==> src/rtl/text_codes_pkg.sv <==
// Shared text-code definitions for the on-screen text path.
// Holds the character code map, bus geometry and command encodings used by
// the line writer, the renderer and any future text source.
package text_codes_pkg;

    localparam int MAX_LETTERS = 16;  // character slots on the text bus
    localparam int CHAR_BITS   = 6;   // bits per character code
    localparam int NUM_BITS    = 16;  // width of the PUT_NUM operand
    localparam int BCD_DIGITS  = 5;   // decimal digits needed for NUM_BITS

    localparam logic [CHAR_BITS-1:0] CODE_BLANK    = 6'd0;
    localparam logic [CHAR_BITS-1:0] CODE_UPPER_A  = 6'd1;
    localparam logic [CHAR_BITS-1:0] CODE_LOWER_A  = 6'd27;
    localparam logic [CHAR_BITS-1:0] CODE_DIGIT_0  = 6'd53;
    localparam logic [CHAR_BITS-1:0] CODE_RESERVED = 6'd63;

    typedef enum logic [1:0] {
        OP_PUT_CHAR  = 2'd0,
        OP_BACKSPACE = 2'd1,
        OP_CLEAR     = 2'd2,
        OP_PUT_NUM   = 2'd3
    } cmd_op_t;

    // The reserved code has no glyph; it is stored as a blank.
    function automatic logic [CHAR_BITS-1:0] slot_code(input logic [CHAR_BITS-1:0] c);
        return (c == CODE_RESERVED) ? CODE_BLANK : c;
    endfunction

endpackage

==> src/rtl/bin_to_bcd.sv <==
// Sequential double-dabble binary to BCD converter.
// Ports:
//   clk, reset : clock, asynchronous active-high reset
//   start      : load value and begin a 16-iteration conversion
//   value      : unsigned binary operand (sampled on the start edge)
//   done       : high in the cycle whose closing edge performs the final iteration
//   bcd        : BCD result, digit i in bits [4i+3:4i]; final after the done edge
//   lead       : index of the most significant nonzero digit of the result
//                being produced on the done edge (0 when the value is 0)
module bin_to_bcd
    import text_codes_pkg::*;
(
    input  logic                    clk,
    input  logic                    reset,
    input  logic                    start,
    input  logic [NUM_BITS-1:0]     value,
    output logic                    done,
    output logic [4*BCD_DIGITS-1:0] bcd,
    output logic [2:0]              lead
);

    logic [NUM_BITS-1:0]     bin_reg;
    logic [4*BCD_DIGITS-1:0] bcd_reg;
    logic [4:0]              cnt_reg;   // iterations remaining
    logic [4*BCD_DIGITS-1:0] adj;
    logic [4*BCD_DIGITS-1:0] bcd_next;

    // Add 3 to every digit >= 5 so the following shift carries correctly.
    generate
        for (genvar gi = 0; gi < BCD_DIGITS; gi++) begin : g_adj
            assign adj[4*gi +: 4] = (bcd_reg[4*gi +: 4] >= 4'd5) ?
                                    bcd_reg[4*gi +: 4] + 4'd3 : bcd_reg[4*gi +: 4];
        end
    endgenerate

    assign bcd_next = {adj[4*BCD_DIGITS-2:0], bin_reg[NUM_BITS-1]};

    // Leading digit is taken from the value being shifted in on the final
    // edge, so the caller can latch it without a separate search cycle.
    always_comb begin
        lead = 3'd0;
        for (int i = 0; i < BCD_DIGITS; i++) begin
            if (bcd_next[4*i +: 4] != 4'd0) lead = 3'(i);
        end
    end

    assign done = (cnt_reg == 5'd1);
    assign bcd  = bcd_reg;

    always_ff @(posedge clk or posedge reset) begin
        if (reset) begin
            bin_reg <= '0;
            bcd_reg <= '0;
            cnt_reg <= '0;
        end else if (start) begin
            bin_reg <= value;
            bcd_reg <= '0;
            cnt_reg <= 5'(NUM_BITS);
        end else if (cnt_reg != 5'd0) begin
            bin_reg <= {bin_reg[NUM_BITS-2:0], 1'b0};
            bcd_reg <= bcd_next;
            cnt_reg <= cnt_reg - 5'd1;
        end
    end

endmodule

==> src/rtl/text_line_writer.sv <==
// Editable 16-character text line for the on-screen text renderer.
// Commands (one per accepted handshake): append character, backspace, clear,
// and append an unsigned number converted to decimal digits in hardware.
// Ports:
//   clk, reset          : clock, asynchronous active-high reset
//   cmd_valid/cmd_ready : command handshake; ready is low while a number is in progress
//   cmd_op              : 0 PUT_CHAR, 1 BACKSPACE, 2 CLEAR, 3 PUT_NUM
//   cmd_char, cmd_num   : operands for PUT_CHAR / PUT_NUM
//   text                : packed slots, slot i in bits [6i+5:6i]
//   length, full        : occupied slot count and length==16 flag
//   busy                : PUT_NUM in progress
//   overflow            : one-cycle pulse per dropped character or digit
module text_line_writer
    import text_codes_pkg::*;
(
    input  logic                             clk,
    input  logic                             reset,
    input  logic                             cmd_valid,
    output logic                             cmd_ready,
    input  logic [1:0]                       cmd_op,
    input  logic [CHAR_BITS-1:0]             cmd_char,
    input  logic [NUM_BITS-1:0]              cmd_num,
    output logic [MAX_LETTERS*CHAR_BITS-1:0] text,
    output logic [4:0]                       length,
    output logic                             full,
    output logic                             busy,
    output logic                             overflow
);

    typedef enum logic [1:0] {ST_IDLE, ST_CONVERT, ST_EMIT} state_t;

    state_t                  state_reg;
    logic [CHAR_BITS-1:0]    slots_reg [MAX_LETTERS];
    logic [4:0]              len_reg;
    logic                    full_reg;
    logic                    busy_reg;
    logic                    ready_reg;
    logic                    overflow_reg;
    logic [2:0]              ptr_reg;     // BCD digit being emitted

    logic                    accept;
    logic                    conv_start;
    logic                    conv_done;
    logic [4*BCD_DIGITS-1:0] conv_bcd;
    logic [2:0]              conv_lead;
    logic [3:0]              emit_digit;
    logic                    append_en;
    logic [CHAR_BITS-1:0]    append_code;
    logic [4:0]              len_m1;

    assign accept     = cmd_valid && ready_reg;
    assign conv_start = accept && (cmd_op == OP_PUT_NUM);
    assign emit_digit = conv_bcd[{ptr_reg, 2'b00} +: 4];
    assign len_m1     = len_reg - 5'd1;

    // PUT_CHAR and EMIT share one append path; they can never coincide
    // because commands are only accepted in IDLE.
    always_comb begin
        append_en   = (accept && cmd_op == OP_PUT_CHAR) || (state_reg == ST_EMIT);
        append_code = (state_reg == ST_EMIT) ? CODE_DIGIT_0 + {2'b00, emit_digit}
                                             : slot_code(cmd_char);
    end

    bin_to_bcd u_bin_to_bcd (
        .clk   (clk),
        .reset (reset),
        .start (conv_start),
        .value (cmd_num),
        .done  (conv_done),
        .bcd   (conv_bcd),
        .lead  (conv_lead)
    );

    always_ff @(posedge clk or posedge reset) begin
        if (reset) begin
            state_reg    <= ST_IDLE;
            for (int i = 0; i < MAX_LETTERS; i++) slots_reg[i] <= CODE_BLANK;
            len_reg      <= '0;
            full_reg     <= 1'b0;
            busy_reg     <= 1'b0;
            ready_reg    <= 1'b1;
            overflow_reg <= 1'b0;
            ptr_reg      <= '0;
        end else begin
            overflow_reg <= 1'b0;

            if (append_en) begin
                if (len_reg < 5'(MAX_LETTERS)) begin
                    slots_reg[len_reg[3:0]] <= append_code;
                    len_reg  <= len_reg + 5'd1;
                    full_reg <= (len_reg == 5'(MAX_LETTERS - 1));
                end else begin
                    overflow_reg <= 1'b1;
                end
            end

            case (state_reg)
                ST_IDLE: begin
                    if (accept) begin
                        case (cmd_op)
                            OP_BACKSPACE: begin
                                if (len_reg != 5'd0) begin
                                    slots_reg[len_m1[3:0]] <= CODE_BLANK;
                                    len_reg  <= len_m1;
                                    full_reg <= 1'b0;
                                end
                            end
                            OP_CLEAR: begin
                                for (int i = 0; i < MAX_LETTERS; i++) slots_reg[i] <= CODE_BLANK;
                                len_reg  <= '0;
                                full_reg <= 1'b0;
                            end
                            OP_PUT_NUM: begin
                                state_reg <= ST_CONVERT;
                                busy_reg  <= 1'b1;
                                ready_reg <= 1'b0;
                            end
                            default: ;
                        endcase
                    end
                end
                ST_CONVERT: begin
                    if (conv_done) begin
                        state_reg <= ST_EMIT;
                        ptr_reg   <= conv_lead;
                    end
                end
                ST_EMIT: begin
                    if (ptr_reg == 3'd0) begin
                        state_reg <= ST_IDLE;
                        busy_reg  <= 1'b0;
                        ready_reg <= 1'b1;
                    end else begin
                        ptr_reg <= ptr_reg - 3'd1;
                    end
                end
                default: state_reg <= ST_IDLE;
            endcase
        end
    end

    generate
        for (genvar gi = 0; gi < MAX_LETTERS; gi++) begin : g_pack
            assign text[gi*CHAR_BITS +: CHAR_BITS] = slots_reg[gi];
        end
    endgenerate

    assign length    = len_reg;
    assign full      = full_reg;
    assign busy      = busy_reg;
    assign cmd_ready = ready_reg;
    assign overflow  = overflow_reg;

endmodule

==> config.mk <==
export PLATFORM = sky130hd
export DESIGN_NAME = text_line_writer
export DESIGN_NICKNAME = d
export VERILOG_FILES = /design/src/rtl/text_codes_pkg.sv /design/src/rtl/bin_to_bcd.sv /design/src/rtl/text_line_writer.sv
export SDC_FILE = /design/constraint.sdc
export NUM_CORES = 1
export LEC_CHECK = 0
export CAP_MARGIN = 5
export CORE_AREA = 2 2 210 129
export CTS_BUF_LIST = sky130_fd_sc_hd__clkbuf_16
export DETAILED_ROUTE_END_ITERATION = 16
export DIE_AREA = 0 0 212 131
export SYNTH_ARGS = -nofsm -noshare
export SYNTH_HDL_FRONTEND = slang
export SYNTH_SLANG_ARGS = --single-unit
==> constraint.sdc <==
create_clock -name clk -period 16.1 [get_ports clk]
set_input_delay 3.22 -clock clk [delete_from_list [all_inputs] [get_ports clk]]
set_output_delay 3.22 -clock clk [all_outputs]
set_load 0.05 [all_outputs]
==> results by group <==
STA
  – Slew @ Worst Pin: 1.170 ns
  – Worst hold slack: 0.5149 ns
  – Peak Freq: 0.1779 GHz
  – Slew Limit Fails: 0
  – Minimum clock period: 5.621 ns
  – Fin. Hold Viols: 0
  – Clock skew: 0.01318 ns
  – Setup TNS: 0 ns
  – Setup violators final: 0
  – Final worst-path cycle share: 0.3491
  – Worst slew margin: 0.2175
  – RSZ-0062 raised after global routing: no

Worst setup path
  – Worst setup EP type: flip-flop
  – Worst r2r src: ptr_reg[0]
  – FF-to-FF path depth: 7
  – Crit-path max FO: 7
  – Crit path kind: in -> reg
  – Terminus of the critical flop-to-flop path: text[16]
  – R2R Setup Slk: 13.02 ns
  – Critical path data required time: 16.35 ns
  – Crit path DAT: 5.87 ns
  – Type of origin of the critical path: input port

Finish
  – Final cell count without fillers: 1271
  – Number of diodes: 0
  – FF+latch area: 0.003780 mm²
  – Largest register FFs: 96
  – Area delta synth->final: 28.72%
  – Share of cells above drive strength 1: 0.07794
  – Nets@finish: 951
  – Area of the multi-input gates: 0.003572 mm²
  – Fill cells: 2557

Clock network
  – Clock tree sinks: 151
  – TritonCTS Buffers: 17
  – CTS clock-pin slew for the worst setup and hold paths: 0.06 ns
  – Post-CTS Setup Inserts: 0
  – Post-CTS resize count: 0
  – CTS Root Cell: clkbuf_16
  – CTS Hold Bufs: 0
  – H-tree depth: 4
  – CTS tree: yes
  – Clock Tree Buf Depth: 2
  – Clock Latency Late Sink: 0.43 ns

Global routing
  – Gr ovfl total: 0
  – GRT Util Overall: 0.1650
  – Pin count of the biggest net entering global routing: 95
  – First-pass GRT wire length: 34870 µm
  – Vias in the first global route: 5856
  – Initial antenna violation count: 0

Floorplan
  – Die width: 212 µm
  – Die height: 131 µm
  – CORE AREA: 0.02596 mm²
  – Initial core utilization: 0.2954
  – Io pins: 132
  – Die area: 0.02777 mm²
  – # rows: 46

Hold path
  – Worst min-delay path class: reg -> reg
  – Hold Crit Depth: 2
  – Hold endpoint: cmd_ready
  – Worst hold start: cmd_ready

Logic synthesis
  – Async SR Flop Fraction: 1.000
  – Post-synthesis sequential area ratio: 0.4930
  – Synthesized cell area: 0.007667 mm²
  – Syn avg cell area: 9.693 µm²
  – Flops & latches, synth: 151
  – Unique masters post-synth: 61
  – Synth Flop Type: dfrtp_1
  – Synthesized Nets: 844
  – Synthesis Warnings: 0
  – Number of flops mapped to enable cells by yosys: 0
  – Mapped Cells: 791

Place
  – # port buffers: 131
  – Post-DP HPWL: 15980 µm
  – Placed cell count: 1239
  – RePlAce Congestion: 0.8394

Route
  – WL/cell: 17.52 µm
  – DRT Pass-1 Iters: 5
  – Antenna viol nets, final: 0
  – Total length of routed wires: 22270 µm
  – DRC: 0
  – Routed vias/inst: 4.894
  – DR vias: 6220
  – Initial drt markers: 417

Power and ir drop
  – Max VDD drop: 0.09066 mV
  – Power Density: 206.1 mW/mm²
  – Leakage: 0.004190 µW
  – Final Power: 2034 µW

Run status
  – Status: finished clean

Run
  – Max-cap violations: 0
[worst max-delay path by stage]
stage	startpoint	endpoint	slack (ns)
2_1_floorplan	reset	busy	8.82
3_3_place_gp	cmd_op[0]	text[36]	10.06
3_5_place_dp	cmd_op[0]	text[39]	10.04
4_1_cts	cmd_op[0]	text[40]	10.48
5_1_grt	cmd_op[0]	text[40]	10.23
6_report	cmd_op[0]	text[40]	10.48
[synthesized netlist by cell type (13+ instances only)]
cell type  number  share of area
nand3_1        13         0.0085
and3_1         18          0.015
nand2_1        76          0.037
clkbuf_1       23          0.011
a211oi_1       68          0.067
inv_1          21          0.010
buf_2          19          0.012
mux2i_1        21          0.027
nor2_1        145          0.071
dfrtp_1       150           0.49
a21oi_1        38          0.025
a211oi_2       16          0.026
a31oi_1        18          0.015
ha_1           26          0.042
o21ai_0        21          0.014
[where the power goes]
group | leakage (µW) | internal, µW | total [µW] | switching [µW]
Clock | 0.000313 | 271 | 431 | 160
Sequential | 0.00200 | 509 | 643 | 134
Combinational | 0.00187 | 348 | 960 | 612
Total | 0.00419 | 1130 | 2030 | 906
[layer usage]
layer / track usage / wire length, µm / vias up
met4: 0.03645 / 187 / 0
met3: 0.04398 / 1417 / 16
met2: 0.2141 / 8470 / 170
met1: 0.2640 / 12190 / 3023
met5: 0 / 0 / -
li1: - / - / 3011
[stage by stage]
step           utilization  setup WS (ns)  cell area, µm²
2_1_floorplan            -          8.817            7667
6_report            0.3802          10.48            9869
3_5_place_dp        0.3562          10.04            9246
5_1_grt             0.3802          10.23            9869
4_1_cts             0.3802          10.48            9869
3_3_place_gp        0.3562          10.06            9246
[cell type report]
class                      instances  share of cell area
clock inverter                    15             0.02003
inverter                          22            0.008874
tap                              360             0.04564
timing repair buffer             137              0.1374
multi-input combinational        569              0.3619
sequential                       151              0.3830
clock buffer                      17             0.04310
[logic make-up (layout without fill, tap and decap cells)]
group | Yosys count | count (layout) | synth area share
AND/OR/NAND/NOR | 295 | 295 | 0.1702
AO/OA/AOI/OAI | 207 | 207 | 0.1979
flip-flops | 151 | 151 | 0.4930
buffers and inverters | 71 | 191 | 0.04324
multiplexers | 27 | 27 | 0.03721
adder cells (fa/ha/maj) | 26 | 26 | 0.04243
XOR/XNOR | 14 | 14 | 0.01599
[worst max-delay path: stages]
cell	delay (ns)
clkdlybuf4s50_1	0.53
inv_1	0.06
ha_1	0.29
nand4b_1	0.18
nor3_2	0.43
nand2_1	0.20
o31ai_1	0.84
a211oi_1	0.10
[layout by cell type (no fill, tap or decap), types with 3 or more instances in the layout]
cell             instances
dfrtp_1                150
nor2_1                 145
clkdlybuf4s50_1        131
nand2_1                 76
a211oi_1                68
a21oi_1                 37
ha_1                    26
inv_1                   24
o21ai_0                 21
mux2i_1                 21
and3_1                  18
clkbuf_16               17
a31oi_1                 16
a211oi_2                16
nand3_1                 13
xnor2_1                 11
nand2b_1                 8
o21ai_1                  8
o211ai_1                 7
o31ai_1                  7
nor3_1                   6
buf_4                    6
nor3b_1                  5
bufinv_16                5
and2_1                   4
nor2b_1                  4
a21o_1                   4
nand4_1                  3
or3_1                    3
xor2_1                   3
a22oi_1                  3
Power figures use the tool's default switching activity.
